[src/rtl/pattern_scan_ctrl.sv]
// Serial pattern scanner: counts matches of a configurable PAT_W-bit pattern and stops after a limit.
// Optional build macro OVERLAP_EN: keep the shift history after a match so overlapping hits count.
module pattern_scan_ctrl #(
  parameter int PAT_W = 4,
  parameter int CNT_W = 8
) (
  input  logic             clk,
  input  logic             rst,
  input  logic             cfg_we,
  input  logic [PAT_W-1:0] cfg_pat,
  input  logic [CNT_W-1:0] cfg_limit,
  input  logic             start,
  input  logic             abort,
  input  logic             x,
  input  logic             x_valid,
  output logic             z,
  output logic [CNT_W-1:0] match_cnt,
  output logic             busy,
  output logic             done,
  output logic [1:0]       state
);

  localparam int FILL_W = $clog2(PAT_W + 1);
  localparam logic [FILL_W-1:0] FILL_MAX = FILL_W'(PAT_W);
  localparam logic [FILL_W-1:0] FILL_ARM = FILL_W'(PAT_W - 1);
  localparam logic [PAT_W-1:0]  PAT_RST  = (PAT_W == 4) ? PAT_W'(4'b0110) : '0;

  typedef enum logic [1:0] {
    IDLE = 2'b00,
    SCAN = 2'b01,
    DONE = 2'b10
  } state_e;

  state_e             state_q, state_d;
  logic [PAT_W-1:0]   hist_q, hist_d;
  logic [FILL_W-1:0]  fill_q, fill_d;
  logic [CNT_W-1:0]   cnt_q, cnt_d;
  logic [PAT_W-1:0]   pat_q, pat_d;
  logic [CNT_W-1:0]   limit_q, limit_d;

  logic [PAT_W-1:0]   hist_next;
  logic [FILL_W-1:0]  fill_inc;
  logic [CNT_W-1:0]   cnt_inc;
  logic               limit_hit;

  assign hist_next = {hist_q[PAT_W-2:0], x};
  assign fill_inc  = (fill_q == FILL_MAX) ? fill_q : fill_q + FILL_W'(1);
  assign cnt_inc   = (cnt_q == '1) ? cnt_q : cnt_q + CNT_W'(1);
  // Compare one bit wider so a saturated counter can never alias onto a small limit.
  assign limit_hit = (limit_q != '0) &&
                     (({1'b0, cnt_q} + (CNT_W+1)'(1)) == {1'b0, limit_q});

  assign z = (state_q == SCAN) && x_valid && !abort &&
             (fill_q >= FILL_ARM) && (hist_next == pat_q);

  assign busy      = (state_q == SCAN);
  assign done      = (state_q == DONE);
  assign state     = state_q;
  assign match_cnt = cnt_q;

  always_comb begin
    // NOTE: every next-state signal defaults to its current value first, so no path infers a latch.
    state_d = state_q;
    hist_d  = hist_q;
    fill_d  = fill_q;
    cnt_d   = cnt_q;
    pat_d   = pat_q;
    limit_d = limit_q;

    case (state_q)
      IDLE, DONE: begin
        if (abort) begin
          state_d = IDLE;
        end else begin
          if (cfg_we) begin
            pat_d   = cfg_pat;
            limit_d = cfg_limit;
          end
          if (start) begin
            state_d = SCAN;
            hist_d  = '0;
            fill_d  = '0;
            cnt_d   = '0;
          end
        end
      end
      SCAN: begin
        if (abort) begin
          state_d = IDLE;
        end else if (x_valid) begin
          hist_d = hist_next;
          fill_d = fill_inc;
          if (z) begin
            cnt_d = cnt_inc;
`ifdef OVERLAP_EN
            fill_d = fill_inc;
`else
            fill_d = '0;
`endif
            if (limit_hit) state_d = DONE;
          end
        end
      end
      default: state_d = IDLE;
    endcase
  end

  // NOTE: configuration registers are reset too, so the scanner has a defined pattern out of reset.
  always_ff @(posedge clk or posedge rst) begin
    if (rst) begin
      state_q <= IDLE;
      hist_q  <= '0;
      fill_q  <= '0;
      cnt_q   <= '0;
      pat_q   <= PAT_RST;
      limit_q <= '0;
    end else begin
      // NOTE: non-blocking assignments keep every register sampling the pre-edge values.
      state_q <= state_d;
      hist_q  <= hist_d;
      fill_q  <= fill_d;
      cnt_q   <= cnt_d;
      pat_q   <= pat_d;
      limit_q <= limit_d;
    end
  end

endmodule

[config.mk]
export PLATFORM = sky130hd
export DESIGN_NAME = pattern_scan_ctrl
export DESIGN_NICKNAME = d
export VERILOG_FILES = /design/src/rtl/pattern_scan_ctrl.sv
export SDC_FILE = /design/constraint.sdc
export NUM_CORES = 1
export LEC_CHECK = 0
export ABC_AREA = 1
export CORE_AREA = 10 10 65 73
export DETAILED_ROUTE_END_ITERATION = 8
export DIE_AREA = 0 0 75 83
export PLACE_DENSITY = 0.8
export SYNTH_ARGS = -nofsm -noshare
export SYNTH_HDL_FRONTEND = slang
export SYNTH_SLANG_ARGS = --single-unit
[constraint.sdc]
create_clock -name clk -period 2.4 [get_ports clk]
set_input_delay 0.48 -clock clk [delete_from_list [all_inputs] [get_ports clk]]
set_output_delay 0.48 -clock clk [all_outputs]
set_load 0.03 [all_outputs]
# After elaboration in Yosys (flattened, before gate mapping)
# Cells that the tools add are included.
# totals
reg_bits,28
latchBits,0
mem_bits_rw,0
rom_bits,0
in_bits,19
mem_count,0
# op_classes
addsub,3
mul,0
div_mod_pow,0
n_lt_le_gt_ge,1
eq_ne,17
n_shift,0
muxes,26
bitwise_logic,1
n_reduce_logical,15
# ops
cell,n
two-way mux 8 bit,6
two-way mux 3 bit,10
one-hot mux 8 bit (2 select lines),1
two-way mux 2 bit,6
inequality test 2 bit (second input constant),6
inequality test 3 bit (second input constant),4
one-hot mux 3 bit (2 select lines),2
adder 8 x 1 -> 9 bit (second input constant),1
equality test 9 x 8 -> 1 bit,1
adder 8 x 1 -> 8 bit (second input constant),1
equality test 8 bit (second input constant),1
nonzero test 8 bit,1
AND reduction 7 bit,1
AND reduction 6 bit,1
logical AND 1 bit,5
AND reduction 5 bit,1
equality test 4 bit,1
one-hot mux 2 bit (2 select lines),1
AND reduction 4 bit,1
adder 3 x 1 -> 3 bit (second input constant),1
equality test 3 bit (second input constant),1
greater-or-equal comparator 3 x 2 -> 1 bit (second input constant),1
inequality test 3 x 2 -> 1 bit (second input constant),1
AND reduction 3 bit,1
7 further kinds,7

# Logic depth before layout (Yosys ltp)
# Gate-level depths: netlist of the first run.
# logic_depth
depth_word,9
mapped_depth,14

# Least setup slack after synthesis of the first run
# OpenSTA, ideal clock, no wires.
# synth_timing
path_kind,register -> output
start,register state_q[0] (netlist: state[0])
end,output port z
arrival_time_ps,1405
t_required_ps,1920
setup_slack_ps,515
path_stages_with_launch,7
path_buffers,0
cell_sequence,dfrtp_1 -> inv_2 -> nor2_4 -> nand2_2 -> nor2_1 -> nand3_1 -> inv_1
# synth_between
elab_chain_len,5
# synth_rtl
item,line_no,source
"start, declared",34,"state_e state_q, state_d;"
"start signal, assigned",119,state_q <= state_d;
equality test 2 x 1 -> 1 bit,n/a,
named net busy,18,"output logic busy,"
logical AND 1 bit (3 in a row),53,assign z = (state_q == SCAN) && x_valid && !abort &&
logical AND 1 bit,54,(fill_q >= FILL_ARM) && (hist_next == pat_q);
"end, declared",16,"output logic z,"
# The timed path passes the listed nets, and every way through them passes these cells.

# Final worst setup path of the first run
# layout_timing
start,register state_q[0] (netlist: state[0])
end,output port busy
# layout_between
elab_chain_len,1
# layout_rtl
item,line_no,source
equality test 2 x 1 -> 1 bit,56,assign busy = (state_q == SCAN);
"end, declared",18,
# Every way passes these cells.

==> results.cfg, run 1 <==
[status]
outcome = finished, final reports clean

[clocking]
cts_hold_repair.buffers = 0
worst_skew_pair.late_latency_ns = 0.33
h-tree-depth = 1
cts_resized = 0
postCtsSetupRepairBufs = 0
clock-root-buffer = sky130_fd_sc_hd__clkbuf_4
cts_buffers = 3
cts_max_path_buffers = 2
cts.sink_count = 28
tritoncts = yes
cts.clk_slew.worst_paths_ns = 0.14

[global_route]
grt_start_max_net_pins = 29
m1_gr_usage_pct = 13.6
global_route_overflow = 0
grt_use_total_pct = 11.0
grtUsageMet2_pct = 17.5
grt_use_met3_pct = 2.02
grt_busiest_layer = met2
first_global_vias = 1272
wire_length_of_the_first_global_routing_pass_microns = 5560
grt_antenna_before_repair = 0

[sta]
fin_worst_skew_ns = 0.00953
timing_worst_slew_pin_value_ns = 0.419
fin_crit_ns = 2.26
fin_tns_setup_ns = 0
timing.slew.headroom_pct = 72.0
setup_repair_after_global_routing_missed_its_margin = no
report.final.hold_viol_count = 0
setup_viol = 0
final_critical_path_setup_slack_ns = 0.142
final-max-slew-violation-count = 0
achievable-frequency_mhz = 443
post-route-period-util_pct = 94.1

[layout]
finish.net_count = 274
post_layout_nonfiller_instances = 286
area.growth.synth_to_final_pct = 23.6
layout_commonest_cell = sky130_fd_sc_hd__nand2_1
most-common-layout-cells = sky130_fd_sc_hd__nand2_1 (56), sky130_fd_sc_hd__inv_1 (36), sky130_fd_sc_hd__clkdlybuf4s50_1 (30)
final.fill_count = 295
drive_above_1_share_pct = 8.00
n_antenna_cell = 0
utilization_pct = 61.7

[synthesis]
ys_seq_area_share_pct = 43.0
post_synth.cell_area_avg_sq_um = 7.61
syn-num-nets = 238
synth-adder-area-share_pct = 3.06
synth.area.mux_share_pct = 2.75
synth_top_family_by_area = simple AND/OR/NAND/NOR gates
synthesis.yosys.warnings = 0
synth_area_sq_um = 1640
postSynthCellCount = 215
synth-seq-cells = 28
synth_compound_area_share_pct = 9.26
synth_area_in_simple_gates_pct = 29.5
synthesized_area_fraction_occupied_by_xor_and_xnor_cells_pct = 3.29
netlist_cell_types = 27

[pwr]
worst_ir_drop_on_vdd_uv = 337
power.density_nw_per_um2 = 549
leakagePower_nw = 1.02
finalPower_w = 0.00111

[worst_setup_path]
worst-path-buf-inv = 2
cpLargestDelayFamily = buffers and inverters
worst_path_largest_cell_delay_ns = 0.73
timing.critical_path.slowest_stage_cell = sky130_fd_sc_hd__clkdlybuf4s50_1
crit_fanout = 8
worst_path_cell_trace = inv_2 > nor2_4 > clkdlybuf4s50_1
worst-endpoint-required_ns = 1.92
timing_worst_setup_path_type = reg -> out
worst_setup_path_end_kind = primary output
worst_ep_arrival_time_ns = 1.78
startpoint_type = register

[floorplan]
core_area_sq_um = 3280
die_height_microns = 83
row_count = 22
floorplan.initialDensity_pct = 49.9
die_x_microns = 75
ioPinCount = 32
floorplan.die_area_sq_um = 6230

[place]
gp_routability_congestion = 0.868
port_buffers = 31
placed_cells = 282
place_hpwl_microns = 2670
dpl_worst_slack_ns = 0.257

[routing]
routed_wirelength_microns = 3310
wire_per_inst_microns = 11.6
drt_iter0_drc = 42
vias = 1380
route.antenna.remaining_nets = 0
routed_via_density = 4.83
drt_first_pass_iters = 4
route.detailed.drc = 0

[min_path]
worst_hold_path_type = reg -> reg

[run]
max_cap_viol_count = 0
## final timing paths
kind / startpoint / end / slack, ns / depth (start not counted)
min in group asynchronous: rst / limit_q[6] / 0.50 / 3
min: pat_q[1] / pat_q[1] / 0.49 / 2
max: state[0] / busy / 0.14 / 3
max reg2reg: fill_q[1] / fill_q[2] / 0.51 / 14
min reg2reg: pat_q[1] / pat_q[1] / 0.49 / 2
max in group asynchronous: rst / pat_q[1] / 1.60 / 3
## worst min-delay path, stage by stage (launching register included)
cell and delay [ns]:
sky130_fd_sc_hd__dfstp_2 0.39, sky130_fd_sc_hd__inv_1 0.06, sky130_fd_sc_hd__a21oi_1 0.06
## registers in the layout, summed over array words and instances, names as in the netlist
signal,cells
limit_q,8
match_cnt,8
pat_q,4
fill_q,3
hist_q,3
state,2
## power breakdown
part           switching (W)  total, W  internal, W
registers          0.0000496  0.000587     0.000537
clock network       0.000138  0.000203    0.0000651
logic               0.000173  0.000321     0.000148
## routing by layer
layer | routed length (microns) | part of all wire (%) | up-vias
met5 | 0 | 0 | -
met4 | 40 | 1.2 | 0
met3 | 130 | 3.9 | 2
met2 | 1600 | 48 | 23
met1 | 1550 | 47 | 609
li1 | - | - | 746
## synthesized netlist by cell type (all sizes together)
cell    count  area, sq um
ha          4         50.1
or2         1         6.26
mux2        4         45.0
xnor3       2         45.0
o21ai      13         65.1
nand4       1         6.26
clkinv      1         3.75
nor3        1         5.00
nor2       28          129
a22o        2         17.5
dfstp       2         52.6
a31oi       1         6.26
nand2      58          223
a21boi      1         7.51
inv        37          139
nand3      19          113
clkbuf      2         7.51
a21oi      11         55.1
xor2        1         8.76
dfrtp      26          651
## layout make-up
type                       instances  area (sq um)  share of cell area (%)
timing repair buffer              33           323                    16.0
sequential                        28           703                    34.8
clock buffer                       4          26.3                    1.30
inverter                          38           143                    7.05
multi-input combinational        147           782                    38.7
tap                               36          45.0                    2.23
## cell families (layout without fill, tap and decap cells)
logic type | count (synthesis) | after routing
buffers and inverters | 40 | 75
xor gates and xnor gates | 3 | 3
DFF | 28 | 28
muxes | 4 | 4
and+or+nand+nor | 108 | 108
adders and majority gates | 4 | 4
AOI/OAI and AO/OA | 28 | 28
## metrics by stage
step / instance area (sq um) / hold WS, ns
after floorplan: 1640 / 0.460
after global placement: 2000 / 0.469
after detailed placement: 2000 / 0.472
after CTS: 2020 / 0.493
after global routing: 2020 / 0.525
final: 2020 / 0.492
(Power assumes the default switching activity.)
==> run 2: changes to the inputs <==
- CELL_PAD_IN_SITES_DETAIL_PLACEMENT: unset -> 0
- CELL_PAD_IN_SITES_GLOBAL_PLACEMENT: unset -> 2
- CORE_AREA: 10 10 65 73 -> 10 10 83 92
- DIE_AREA: 0 0 75 83 -> 0 0 93 102
- GPL_TIMING_DRIVEN: unset -> 1
==> run 2 against run 1 <==
Via count increased by 3.1%. Flip-flop and latch count is the same. Global-route usage decreased by 1.9 points. Total power up 11%. Utilization shrank 25 points. Critical endpoint unchanged.
==> results.cfg, run 2 (synthesis results as in run 1) <==
[worst_setup_path]
worst_ep_arrival_time_ns = 1.74
worst_setup_path_end_kind = primary output
worst-endpoint-required_ns = 1.92
timing_worst_setup_path_type = reg -> out
startpoint_type = register
crit_fanout = 8
rrSetupSlack_ns = 0.48

[sta]
post-route-period-util_pct = 92.5
final-max-slew-violation-count = 0
fin_crit_ns = 2.22
achievable-frequency_mhz = 451
timing.slew.headroom_pct = 64.9
timing_worst_slew_pin_value_ns = 0.525
fin_tns_setup_ns = 0
report.final.hold_viol_count = 0
setup_repair_after_global_routing_missed_its_margin = no
fin_worst_skew_ns = 0.00197
final_critical_path_setup_slack_ns = 0.181
setup_viol = 0

[floorplan]
core_area_sq_um = 5730
ioPinCount = 32
floorplan.initialDensity_pct = 28.5
die_x_microns = 93
row_count = 29
die_height_microns = 102
floorplan.die_area_sq_um = 9490

[layout]
finish.net_count = 277
layout_commonest_cell = sky130_fd_sc_hd__nand2_1
post_layout_nonfiller_instances = 330
utilization_pct = 37.1
final.fill_count = 650
area.growth.synth_to_final_pct = 29.9
drive_above_1_share_pct = 9.49
most-common-layout-cells = sky130_fd_sc_hd__nand2_1 (56), sky130_fd_sc_hd__inv_1 (36), sky130_fd_sc_hd__clkdlybuf4s50_1 (30)
n_antenna_cell = 0

[global_route]
grt_start_max_net_pins = 29
wire_length_of_the_first_global_routing_pass_microns = 6930
global_route_overflow = 0
grt_use_total_pct = 9.02
grt_antenna_before_repair = 0
first_global_vias = 1481

[routing]
routed_wirelength_microns = 4080
routed_via_density = 4.31
drt_iter0_drc = 70
wire_per_inst_microns = 12.4
drt_first_pass_iters = 6
route.antenna.remaining_nets = 0
vias = 1423
route.detailed.drc = 0

[clocking]
postCtsSetupRepairBufs = 0
cts.sink_count = 28
cts_hold_repair.buffers = 0
cts_buffers = 3
h-tree-depth = 1
cts.clk_slew.worst_paths_ns = 0.10
worst_skew_pair.late_latency_ns = 0.28
tritoncts = yes
cts_max_path_buffers = 2
clock-root-buffer = sky130_fd_sc_hd__clkbuf_8
cts_resized = 0

[status]
outcome = finished, final reports clean

[place]
port_buffers = 31
gp_routability_congestion = 0.744
place_hpwl_microns = 3250
placed_cells = 326
dpl_worst_slack_ns = 0.285

[pwr]
clkPwrFrac_pct = 24.7
seq_power_share_pct = 48.0
worst_ir_drop_on_vdd_uv = 338
finalPower_w = 0.00123
power.combinational.fraction_pct = 27.3
netSwitchingPower_w = 0.000394
p_int_w = 0.000837
power.switching_fraction_pct = 32.0
leakagePower_nw = 1.05
power.density_nw_per_um2 = 579

[min_path]
worst_hold_path_type = reg -> reg

[run]
max_cap_viol_count = 0
## run 2: changes by cell type in the layout (fill, tap and decap cells not counted), sizes merged
cell,delta
buf,+3
## run 2: final cells by class
class                      instances  area, sq um  area share [%]
timing repair buffer              36          345            16.3
clock buffer                       4         55.1            2.59
sequential                        28          703            33.1
inverter                          38          143            6.71
multi-input combinational        147          782            36.8
tap                               77         96.3            4.53
## run 2: path summary, 6_finish.rpt
kind,from,to,cells after the start
max in group asynchronous,rst,pat_q[1],3
hold reg to reg,pat_q[1],pat_q[1],2
min in group asynchronous,rst,fill_q[1],3
hold / removal,pat_q[1],pat_q[1],2
setup reg to reg,match_cnt[0],match_cnt[0],9
setup / recovery,state[0],busy,3
## run 2: power groups by stage
stage,combinational (W),sequential (W),clock [W]
after global placement,0.000338,0.000602,0
final,0.000336,0.000591,0.000304
after floorplan,0.000211,0.000604,0
after global routing,0.000387,0.000602,0.000327
after detailed placement,0.000341,0.000602,0
after CTS,0.000343,0.000593,0.000310
## run 2: metal layers
layer / wire (microns) / GRT usage (%) / up-vias
li1: - / - / 749
met1: 1900 / 11.1 / 648
met2: 1950 / 15.0 / 24
met3: 180 / 1.76 / 2
met4: 54 / 3.92 / 0
met5: 0 / 0 / -
## run 2: critical path: stages (launching register included)
cell,delay [ns]
sky130_fd_sc_hd__dfrtp_1,0.46
sky130_fd_sc_hd__inv_2,0.07
sky130_fd_sc_hd__nor2_4,0.21
sky130_fd_sc_hd__clkdlybuf4s50_1,0.72
## run 2: through the flow
| stage | hold WS (ns) | cell area, sq um |
|---|---|---|
| after floorplan | 0.460 | 1640 |
| after global placement | 0.480 | 2070 |
| after detailed placement | 0.484 | 2070 |
| after CTS | 0.501 | 2120 |
| after global routing | 0.527 | 2120 |
| final | 0.495 | 2120 |
